<file path="config.mk">
export PLATFORM = sky130hd
export DESIGN_NAME = pc_gen
export DESIGN_NICKNAME = d
export VERILOG_FILES = /design/src/rtl/pc_gen_pkg.sv /design/src/rtl/pc_next_sel.sv /design/src/rtl/pc_gen.sv
export SDC_FILE = /design/constraint.sdc
export NUM_CORES = 1
export LEC_CHECK = 0
export CAP_MARGIN = 20
export CORE_ASPECT_RATIO = 1.75
export CORE_UTILIZATION = 44
export DETAILED_ROUTE_END_ITERATION = 8
export PLACE_DENSITY = 0.81
export SYNTH_ARGS = -nofsm -noshare
export SYNTH_HDL_FRONTEND = slang
export SYNTH_SLANG_ARGS = --single-unit
export TNS_END_PERCENT = 100
</file>
<file path="constraint.sdc">
create_clock -name clk -period 6.1 [get_ports clk]
set_input_delay 1.525 -clock clk [delete_from_list [all_inputs] [get_ports clk]]
set_output_delay 1.525 -clock clk [all_outputs]
set_load 0.01 [all_outputs]
</file>
<file path="src/rtl/pc_gen_pkg.sv">
// Shared types, step sizes and the alignment helper for the fetch-stage PC generator.
package pc_pkg;

    typedef enum logic [1:0] {
        BOOT   = 2'b00,
        RUN    = 2'b01,
        HALTED = 2'b10
    } pc_state_e;

    localparam int unsigned ILEN_STEP = 4;
    localparam int unsigned CLEN_STEP = 2;

    // A target is fetchable when its low bits match the smallest instruction size.
    function automatic logic is_aligned(input logic [1:0] addr_lsb, input logic c_ext);
        logic ok;
        if (c_ext) begin
            ok = (addr_lsb[0] == 1'b0);
        end else begin
            ok = (addr_lsb == 2'b00);
        end
        return ok;
    endfunction

endpackage

</file>
<file path="src/rtl/pc_next_sel.sv">
// Combinational next-PC selection: trap > redirect > sequential advance > hold.
module pc_next_sel
    import pc_pkg::*;
#(
    parameter int XLEN  = 64,
    parameter bit C_EXT = 1'b0
) (
    input  logic [XLEN-1:0] pc_i,
    input  logic            active_i,
    input  logic            advance_i,
    input  logic            fetch_is_c_i,
    input  logic            trap_valid_i,
    input  logic [XLEN-1:0] trap_vector_i,
    input  logic            redirect_valid_i,
    input  logic [XLEN-1:0] redirect_target_i,
    output logic [XLEN-1:0] pc_plus_o,
    output logic [XLEN-1:0] pc_next_o,
    output logic            load_o,
    output logic            misalign_o
);

    logic [XLEN-1:0] step_s;
    logic [XLEN-1:0] trap_pc_s;

    // Increment and prioritised choice of the value the PC register takes next.
    always_comb begin
        if (C_EXT && fetch_is_c_i) begin
            step_s = XLEN'(CLEN_STEP);
        end else begin
            step_s = XLEN'(ILEN_STEP);
        end
        pc_plus_o  = pc_i + step_s;
        // Trap vectors are always word aligned, whatever the low bits say.
        trap_pc_s  = trap_vector_i & ~(XLEN'(3));
        pc_next_o  = pc_i;
        load_o     = 1'b0;
        misalign_o = 1'b0;
        if (!active_i) begin
            // BOOT cycle: control-flow inputs are ignored.
            load_o = 1'b0;
        end else if (trap_valid_i) begin
            pc_next_o = trap_pc_s;
            load_o    = 1'b1;
        end else if (redirect_valid_i) begin
            if (is_aligned(redirect_target_i[1:0], C_EXT)) begin
                pc_next_o = redirect_target_i;
                load_o    = 1'b1;
            end else begin
                misalign_o = 1'b1;
            end
        end else if (advance_i) begin
            pc_next_o = pc_plus_o;
            load_o    = 1'b1;
        end else begin
            load_o = 1'b0;
        end
    end

endmodule

</file>
<file path="src/rtl/pc_gen.sv">
// Fetch-stage program counter: BOOT/RUN/HALTED control, PC register and misalignment reporting.
module pc_gen
    import pc_pkg::*;
#(
    parameter int          XLEN         = 64,
    parameter logic [63:0] RESET_VECTOR = 64'h0,
    parameter bit          C_EXT        = 1'b0
) (
    input  logic            clk,
    input  logic            reset,
    output logic            fetch_valid,
    input  logic            fetch_ready,
    input  logic            fetch_is_c,
    output logic [XLEN-1:0] pc,
    output logic [XLEN-1:0] pc_plus,
    input  logic            redirect_valid,
    input  logic [XLEN-1:0] redirect_target,
    input  logic            trap_valid,
    input  logic [XLEN-1:0] trap_vector,
    input  logic            halt_req,
    input  logic            resume,
    output logic            halted,
    output logic            misalign_err,
    output logic [XLEN-1:0] misalign_addr
);

    pc_state_e       state_q, state_d;
    logic [XLEN-1:0] pc_q;
    logic [XLEN-1:0] pc_next_s;
    logic            load_s;
    logic            misalign_s;
    logic            active_s;
    logic            advance_s;
    logic            misalign_err_q;
    logic [XLEN-1:0] misalign_addr_q;

    assign active_s  = (state_q != BOOT);
    assign advance_s = (state_q == RUN) && fetch_ready;

    pc_next_sel #(
        .XLEN  (XLEN),
        .C_EXT (C_EXT)
    ) u_next_sel (
        .pc_i              (pc_q),
        .active_i          (active_s),
        .advance_i         (advance_s),
        .fetch_is_c_i      (fetch_is_c),
        .trap_valid_i      (trap_valid),
        .trap_vector_i     (trap_vector),
        .redirect_valid_i  (redirect_valid),
        .redirect_target_i (redirect_target),
        .pc_plus_o         (pc_plus),
        .pc_next_o         (pc_next_s),
        .load_o            (load_s),
        .misalign_o        (misalign_s)
    );

    // Next control state; halt_req dominates resume and trap wake-up.
    always_comb begin
        state_d = state_q;
        case (state_q)
            BOOT: begin
                state_d = RUN;
            end
            RUN: begin
                if (halt_req) begin
                    state_d = HALTED;
                end else begin
                    state_d = RUN;
                end
            end
            HALTED: begin
                if (halt_req) begin
                    state_d = HALTED;
                end else if (resume || trap_valid) begin
                    state_d = RUN;
                end else begin
                    state_d = HALTED;
                end
            end
            default: begin
                state_d = BOOT;
            end
        endcase
    end

    // Control state register.
    always_ff @(posedge clk or posedge reset) begin
        if (reset) begin
            state_q <= BOOT;
        end else begin
            state_q <= state_d;
        end
    end

    // PC register, loaded only when the selector asks for it.
    always_ff @(posedge clk or posedge reset) begin
        if (reset) begin
            pc_q <= RESET_VECTOR[XLEN-1:0];
        end else if (load_s) begin
            pc_q <= pc_next_s;
        end
    end

    // One-cycle error pulse and the most recent rejected target.
    always_ff @(posedge clk or posedge reset) begin
        if (reset) begin
            misalign_err_q  <= 1'b0;
            misalign_addr_q <= '0;
        end else begin
            misalign_err_q <= misalign_s;
            if (misalign_s) begin
                misalign_addr_q <= redirect_target;
            end
        end
    end

    assign pc            = pc_q;
    assign fetch_valid   = (state_q == RUN);
    assign halted        = (state_q == HALTED);
    assign misalign_err  = misalign_err_q;
    assign misalign_addr = misalign_addr_q;

endmodule

</file>
==> results.md, run 1 <==
* Met3 wirelength from detailed routing at 1.82 mm
* Most common flop cell mapped by yosys: dfrtp_1
* Result of the run: complete, no violations
* Register share of total power at 31.5%
* Fin Setup TNS at 0 ns
* Largest fanout on the critical path at 16
* Peak clock frequency supported by timing at 0.188 GHz
* Logic pwr share at 49.3%
* DRC viols at 0
* CTS Sinks at 131
* Cell internal pwr at 3.63 mW
* Number of unique standard cell types used by synthesis at 66
* First-pass GRT wire length at 47.0 mm
* DRT iter0 DRCs at 536
* Iteration count of the initial detailed-routing pass at 6
* Pre-CTS WS at 1.28 ns
* Net switching share of the total power at 38.2%
* HPWL Detailed at 21.6 mm
* CTS Root Buffer Type: clkbuf_16
* Global placement routability congestion at 0.897
* Post-synth EDFFs at 0
* Final Hold Violating Endpoints at 0
* Final routed wirelength across all metal layers at 30.3 mm
* # Max-Cap Violations at 0
* Global-route usage over all layers at 31.6%
* Required time at the endpoint of the critical path at 4.58 ns
* Count of nets left with antenna violations after detail routing at 0
* Area of the core at 0.0181 sq mm
* DRT met1 WL at 11.0 mm
* Hold buffers post-CTS at 0
* Worst IR Drop VDD at 0.000304 V
* FF-to-FF path depth at 5
* Ys async rst share at 100%
* Final WS setup at 0.770 ns
* Cell count after synthesis at 898
* Layout cell share with drive strength beyond 1 at 11.8%
* Net count, final at 1313
* Highest metal layer with signal wires: met4
* # rows at 65
* Largest net degree at the start of global routing at 66
* Clock buffer depth at 2
* Worst flop-to-flop path startpoint: pc[13]$_DFFE_PP0P_
* Count of buffers inserted at the top-level ports at 327
* Signed area change from the synthesized netlist to the final layout at 48.4%
* Total number of H-tree levels at 4
* I/O pin cnt at 331
* Share of the clock period used by the worst path at 87.4%
* Wire length per cell at 21.3 microns
* Syn nets at 1035
* WHS Endpoint: misalign_addr[46]$_DFFE_PP0P_
* Detailed route wirelength on metal2 at 15.9 mm
* DIE WIDTH at 105 microns
* Clock tree from TritonCTS: built
* Diodes inserted at 0
* Critical hold path startpoint: misalign_addr[46]$_DFFE_PP0P_
* Initial core utilization at 45.3%
* Final worst clock skew at 0.00741 ns
* Worst hold path type: register to register
* Worst setup EP type: output port
* Power per unit of standard cell area at 481 mW/mm^2
* Number of global-route vias before repair at 8431
* Slew of the pin with the lowest slew margin at 1.05 ns
* Routed vias at 8570
* Mean area per synthesized cell at 9.15 sq um
* Clock buffer count from CTS at 17
* Net Switching at 2.24 mW
* CTS clock-pin slew for the worst setup and hold paths at 0.06 ns
* Worst rel slew slack at 29.8%
* Initial antenna violation count at 0
* Hold Path Depth at 1
* Timing startpoint of the critical path: pc[13]$_DFFE_PP0P_
* Vias per std cell at 6.02
* Seq cells post-synth at 131
* Clock latency on the worst-skew pair at 0.43 ns
* Vertical extent of the die at 183 microns
* Cell area after synthesis at 0.00822 sq mm
* Static power due to leakage at 4.60 nW
* CP Data Arrival Time at 3.80 ns
* Die Outline Area at 0.0192 sq mm
* Total global routing overflow at 0
* Worst Setup Path Type: register to output port
* RSZ-0062 raised after global routing: false
* R2r setup slk at 3.19 ns
* Number of pins with negative max-slew slack in the final report at 0
* R2R Path End: pc[47]$_DFFE_PP0P_
* Setup-violating endpoint count in the final report at 0
* Number of resized instances in the post-cts repair step at 0
* Clock period minus final worst setup slack at 5.33 ns
* Startpoint kind of the worst setup timing path: register
* Clock network fraction of total power at 19.2%
* Post-CTS Setup Repair Bufs at 0
* Sequential share of the synthesized area at 39.9%
* Synthesis Warnings at 0
==> critical path: stages, from the launching register on <==
cell,delay [ns]
dfrtp_1,0.49
nand2_1,0.16
nor2_1,0.66
nand3_1,0.73
nor3_1,0.45
xor2_1,0.26
clkdlybuf4s50_1,0.63
==> metrics by stage <==
stage	hold slack (ns)	std cells	instance area, sq um	total power [mW]	utilization (%)
after floorplan	0.542	898	8220	3.03	-
after global placement	0.488	1391	11600	4.67	63.7
after detailed placement	0.498	1391	11600	4.73	63.7
after CTS	0.511	1423	12200	5.88	67.3
after global routing	0.522	1423	12200	6.16	67.3
final	0.508	1423	12200	5.87	67.3
==> layout make-up <==
class	count	area, sq um
sequential	131	3280
multi-input combinational	667	4550
timing repair buffer	341	3370
clock buffer	19	453
inverter	18	72.6
tap	234	293
clock inverter	13	183
fill	1470	5940
==> worst max path at each step <==
stage	to	slack, ns
after detailed placement	pc_plus[61]	1.28
after global routing	pc_plus[61]	0.47
after CTS	pc_plus[61]	0.78
final	pc_plus[61]	0.77
after global placement	pc_plus[61]	1.30
after floorplan	misalign_addr[0]$_DFFE_PP0P_	1.08
==> cells by family after synthesis <==
logic type / Yosys count / share of synthesized area, %
mux: 68 / 9.27
fa+ha+maj: 1 / 0.152
xor+xnor: 60 / 6.39
compound gates: 239 / 19.6
flops: 131 / 39.9
simple gates: 299 / 19.6
buf+inv: 100 / 5.13
==> power by group through the flow <==
stage / logic, mW / clock network [mW] / registers [mW]
floorplan: 1.19 / 0 / 1.84
global placement: 2.85 / 0 / 1.82
detailed placement: 2.88 / 0 / 1.85
CTS: 2.90 / 1.14 / 1.84
global route: 3.07 / 1.17 / 1.92
finish: 2.89 / 1.13 / 1.85
==> sequential cells by signal, summed over array words and instances, names as in the netlist <==
register,count
pc,64
misalign_err,1
state_q,2
misalign_addr,64
==> per-layer routing <==
metal  GRT usage [%]  up-vias
met5               0        -
met4            17.6        0
met3            6.25       87
met2            56.1      390
met1            35.0     4174
li1                -     3919
==> cells in the final DEF (no fill, tap or decap), types with 4 or more instances in the layout <==
master	netlist	routed
clkbuf_16	0	17
nor3_1	20	20
or4_1	6	6
xor2_1	20	20
nand3_1	41	41
a31oi_1	7	7
dfrtp_1	131	131
nor3b_1	4	4
a221oi_1	6	6
or2_2	6	6
nand4_1	26	26
xnor2_1	40	40
o211ai_1	27	27
nand2_1	62	62
clkinvlp_4	0	4
a22o_1	7	7
nor4_1	17	17
o31a_1	10	10
nor2_1	56	55
or3_1	19	19
a41oi_1	4	4
o21ai_0	49	49
inv_1	18	17
o2bb2ai_1	8	8
a21oi_1	54	54
o22ai_1	11	11
a22oi_1	20	20
and3_1	17	17
buf_4	4	14
mux2_2	65	65
nand2b_1	5	5
o311ai_0	10	10
bufinv_16	0	4
clkdlybuf4s50_1	0	325
==> synth_stat cells, types with 26 or more instances <==
master / instances / area (sq um)
xnor2_1: 40 / 350
a21oi_1: 54 / 270
nand3_1: 41 / 205
nand2_1: 62 / 233
clkbuf_1: 52 / 195
dfrtp_1: 131 / 3280
o211ai_1: 27 / 203
nand4_1: 26 / 163
o21ai_0: 49 / 245
mux2_2: 65 / 732
nor2_1: 56 / 210
(Power assumes the default switching activity.)
==> inputs of run 2 (changes only) <==
GPL_TIMING_DRIVEN = 0   (was unset)
==> run 2 against run 1 <==
  * Critical path depth up 1
  * Final cell count up 4.8%
  * Non-clock buffer count up 69
  * Sequential share of layout area down 0.34 points
  * First-iteration DRC count up 32%
  * Global-route usage up 6.1 points
  * Die area unchanged
  * Wire length up 20%
  * Register-to-register slack worse by 0.30 ns
  * Worst setup slack worse by 0.51 ns
  * Combinational power up 10%
  * Critical path type unchanged
  * Largest power group unchanged
==> results.md, run 2 (synthesized netlist as in run 1, its figures left out) <==
* CTS Root Buffer Type: clkbuf_16
* Worst hold path type: register to register
* I/O pin cnt at 331 (unchanged)
* Initial antenna violation count at 0 (unchanged)
* HPWL Detailed at 27.2 mm (+26%)
* CTS clock-pin slew for the worst setup and hold paths at 0.06 ns (about the same)
* Clock network fraction of total power at 16.7% (-2.5 points)
* Routed vias at 9204 (+7.4%)
* Overall power of the completed layout at 5.90 mW (+0.43%)
* Register share of total power at 29.4% (-2.1 points)
* Total global routing overflow at 0 (unchanged)
* Post-CTS Setup Repair Bufs at 0 (unchanged)
* Clock tree from TritonCTS: built
* Worst rel slew slack at 30.4% (+0.54 points)
* Power per unit of standard cell area at 477 mW/mm^2 (-0.85%)
* Wire length per cell at 24.4 microns (+15%)
* # Max-Cap Violations at 0 (unchanged)
* Total number of H-tree levels at 4 (unchanged)
* Final routed wirelength across all metal layers at 36.4 mm (+20%)
* CP Data Arrival Time at 4.31 ns (+0.51 ns)
* Fin Setup TNS at 0 ns (unchanged)
* Final worst clock skew at 0.0112 ns (+0.00374 ns)
* Net switching share of the total power at 40.1% (+2.0 points)
* Clock period minus final worst setup slack at 5.84 ns (+0.507 ns)
* Global placement routability congestion at 0.973 (+8.5%)
* Area of the core at 0.0181 sq mm (unchanged)
* Number of pins with negative max-slew slack in the final report at 0 (unchanged)
* Commonest cells after routing, fill and taps aside: clkdlybuf4s50_1, dfrtp_1, mux2_2
* Slew of the pin with the lowest slew margin at 1.04 ns (-0.00563 ns)
* Number of global-route vias before repair at 9351 (+11%)
* Final Hold Violating Endpoints at 0 (unchanged)
* Cell area after layout at 0.0124 sq mm (+1.3%)
* Initial core utilization at 45.3% (unchanged)
* Diodes inserted at 0 (unchanged)
* Largest fanout on the critical path at 10 (-6)
* Worst setup EP type: output port
* DIE WIDTH at 105 microns (unchanged)
* Worst IR Drop VDD at 0.000295 V (-2.7%)
* Count of buffers inserted at the top-level ports at 326 (-0.31%)
* Number of cells in the finished layout apart from fillers at 1491 (+4.8%)
* Clock buffer depth at 2 (unchanged)
* Setup-violating endpoint count in the final report at 0 (unchanged)
* Global-route usage over all layers at 37.7% (+6.1 points)
* Net Switching at 2.37 mW (+5.6%)
* Peak clock frequency supported by timing at 0.171 GHz (-8.7%)
* Clock latency on the worst-skew pair at 0.43 ns (about the same)
* Static power due to leakage at 4.66 nW (+1.4%)
* DRT iter0 DRCs at 707 (+32%)
* Largest net degree at the start of global routing at 70 (+6.1%)
* Cell internal pwr at 3.53 mW (-2.8%)
* CTS Sinks at 131 (unchanged)
* Area after detailed placement at 0.0118 sq mm (+2.1%)
* Worst Setup Path Type: register to output port
* Net count, final at 1382 (+5.3%)
* Number of resized instances in the post-cts repair step at 0 (unchanged)
* Layout cell share with drive strength beyond 1 at 11.6% (-0.16 points)
* RSZ-0062 raised after global routing: false
* Iteration count of the initial detailed-routing pass at 5 (-1)
* # rows at 65 (unchanged)
* Pre-CTS WS at 0.919 ns (-0.357 ns)
* Worst hold-check slack at 0.506 ns (-0.00160 ns)
* Final WS setup at 0.263 ns (-0.507 ns)
* Final core occ at 68.1% (+0.87 points)
* Vias per std cell at 6.17 (+2.5%)
* Die Outline Area at 0.0192 sq mm (unchanged)
* DRC viols at 0 (unchanged)
* Signed area change from the synthesized netlist to the final layout at 50.3%
* Total instance count after detailed placement at 1459 (+4.9%)
* Hold buffers post-CTS at 0 (unchanged)
* First-pass GRT wire length at 54.2 mm (+15%)
* Clock buffer count from CTS at 17 (unchanged)
* Most common cell after layout, fill and taps aside: clkdlybuf4s50_1
* Result of the run: complete, no violations
* Share of the clock period used by the worst path at 95.7% (+8.3 points)
* Count of nets left with antenna violations after detail routing at 0 (unchanged)
* Vertical extent of the die at 183 microns (unchanged)
* Logic pwr share at 53.9% (+4.6 points)
* Required time at the endpoint of the critical path at 4.58 ns (about the same)
* Startpoint kind of the worst setup timing path: register
run 2: changes by cell type in the layout (fill, tap and decap cells not counted), sizes merged:
cell / before / now
clkinv: 5 / 7
bufinv: 4 / 1
clkinvlp: 4 / 6
clkdlybuf4s50: 325 / 326
clkbuf: 19 / 73
buf: 16 / 28
run 2: power groups by stage:
stage / sequential, mW / combinational, mW / clock (mW)
CTS: 1.72 / 3.16 / 0.985
global route: 1.79 / 3.35 / 1.02
detailed placement: 1.73 / 3.15 / 0
floorplan: 1.84 / 1.19 / 0
finish: 1.74 / 3.18 / 0.985
global placement: 1.70 / 3.11 / 0
run 2: final cells by class:
cell class / instances / area [sq um]
clock inverters: 14 / 118
clock buffers: 17 / 425
multi-input cells: 667 / 4520
inverters: 18 / 72.6
plain buffers: 82 / 354
fillers: 1503 / 5780
well taps: 234 / 293
flip-flops and latches: 131 / 3280
repair buffers: 328 / 3300
run 2: worst paths after layout:
path	slack [ns]	to	cells after the start	start
max	0.26	pc_plus[61]	7	pc[2]$_DFFE_PP0P_
min	0.51	misalign_addr[0]$_DFFE_PP0P_	1	misalign_addr[0]$_DFFE_PP0P_
max reg2reg	2.89	pc[47]$_DFFE_PP0P_	6	pc[2]$_DFFE_PP0P_
min reg2reg	0.51	misalign_addr[0]$_DFFE_PP0P_	1	misalign_addr[0]$_DFFE_PP0P_
max in group asynchronous	3.75	misalign_addr[39]$_DFFE_PP0P_	3	reset
min in group asynchronous	1.56	misalign_addr[0]$_DFFE_PP0P_	2	reset
run 2: routing by layer:
metal | track usage, % | share of wire [%] | up-vias
li1 | - | - | 4043
met1 | 40.9 | 35 | 4491
met2 | 67.2 | 52 | 541
met3 | 6.40 | 7.5 | 129
met4 | 24.3 | 5.7 | 0
met5 | 0 | 0 | -
run 2: worst max-delay path, cell delays in order, from the launching register on:
cell,delay (ns)
dfrtp_1,0.47
nand3_1,0.38
nor3_1,0.86
nand3_1,0.54
buf_2,0.37
nor3_1,0.39
xor2_1,0.26
clkdlybuf4s50_1,0.60
==> edit (flow settings as in run 2) <==
Encoding of `pc_state_e`: now one-hot (3 bits for 3 states).
--- a/src/rtl/pc_gen_pkg.sv
+++ b/src/rtl/pc_gen_pkg.sv
@@ -1,10 +1,10 @@
 // Shared types, step sizes and the alignment helper for the fetch-stage PC generator.
 package pc_pkg;
 
-    typedef enum logic [1:0] {
-        BOOT   = 2'b00,
-        RUN    = 2'b01,
-        HALTED = 2'b10
+    typedef enum logic [2:0] {
+        BOOT   = 3'b001,
+        RUN    = 3'b010,
+        HALTED = 3'b100
     } pc_state_e;
 
     localparam int unsigned ILEN_STEP = 4;
Function: same outputs for any inputs over 4 cycles, from zero or initial values and one cycle with reset high; so few cycles prove little.
==> edit against run 2 <==
Design area about the same; clock power up 16%; via count down 1.2%; global-route usage down 0.91 points; synthesized area down 1.4%; power up 4.0%; routed wire length down 3.1%; setup slack better by 0.14 ns; non-clock buffer count down 2; sequential cell count up 1; largest cell class unchanged.
==> edit: results (changes against run 2) <==
CP startpoint - pc[9]$_DFFE_PP0P_
CP max stage delay - 0.92 ns (+0.06 ns)
Mux cell area share after synthesis - 0.111 (+0.0180)
Worst r2r src - state_q[2]$_DFF_PP0_
DR vias - 9,091 (-1.2%)
Share of cells above drive strength 1 - 0.104 (-0.0119)
Fillers - 1,433 (-4.7%)
Cell area power density - 497 nW/um2 (+4.0%)
Nets@finish - 1,361 (-1.5%)
Fin cells - 1,471 (-1.3%)
Syn_area_per_cell - 9.24 um2 (+0.98%)
Post-Synth XOR/XNOR Area - 0.0648 (+0.000898)
Largest family of logic cells by synthesized area - simple AND/OR/NAND/NOR gates
Initial DRC count - 685 (-3.1%)
Status - finished clean
Top cells by area, synth - dfrtp_1, mux2_2, o21ai_0
Placed instance area - 11,700 um2 (-0.85%)
Top post-synthesis cells by count - dfrtp_1, nand2_1, mux2_2, o21ai_0, clkbuf_1
Vias in the first global route - 9,300 (-0.55%)
Gr usage total - 0.368 (-0.00910)
Cell variety after synth - 64 (-3.0%)
Largest net degree at the start of global routing - 79 (+13%)
Peak VDD IR - 352 uV (+19%)
Hold_sp - misalign_addr[23]$_DFFE_PP0P_
Final WL - 35.3 mm (-3.1%)
-- edit: final cells by class --
class                      instances  area, um2  area share
multi-input combinational        649       4430       0.358
sequential                       132       3300       0.268
timing repair buffer             328       3300       0.267
clock buffer                      20        467      0.0378
buffer                            80        319      0.0258
tap                              234        293      0.0237
clock inverter                    12        178      0.0144
inverter                          16       65.1     0.00527
-- edit: worst paths after layout --
check,to,cells past startpoint
max,pc_plus[63],8
min,misalign_addr[23]$_DFFE_PP0P_,1
max reg2reg,pc[10]$_DFFE_PP0P_,7
min reg2reg,misalign_addr[23]$_DFFE_PP0P_,1
max in group asynchronous,misalign_addr[53]$_DFFE_PP0P_,3
min in group asynchronous,misalign_addr[23]$_DFFE_PP0P_,2
-- edit: critical path, delay by kind of cell (launching register included) --
| family | cells | cell delay, ns |
|---|---|---|
| and+or+nand+nor | 4 | 1.87 |
| xor gates and xnor gates | 1 | 0.28 |
| DFF | 1 | 0.35 |
| buffers and inverters | 3 | 1.22 |
-- edit: power by group --
group          switching [mW]  internal [mW]  total [mW]
combinational            1.53           1.72        3.25
clock                   0.426          0.717        1.14
sequential              0.438           1.31        1.74
total                    2.39           3.74        6.13
-- edit: stage by stage --
step	setup TNS, ns	power, mW	setup slack, ns
2_1_floorplan	0	3.10	1.05
3_3_place_gp	-146.57	4.87	-1.13
3_5_place_dp	0	4.95	0.934
4_1_cts	0	6.10	0.552
5_1_grt	0	6.39	0.318
6_report	0	6.13	0.404
-- edit: per-layer routing --
metal / wire (um) / track usage / up-vias
li1: - / - / 3963
met1: 11900 / 0.387 / 4363
met4: 2340 / 0.251 / 0
met5: 0 / 0 / -
met2: 18000 / 0.651 / 605
met3: 2950 / 0.0790 / 160
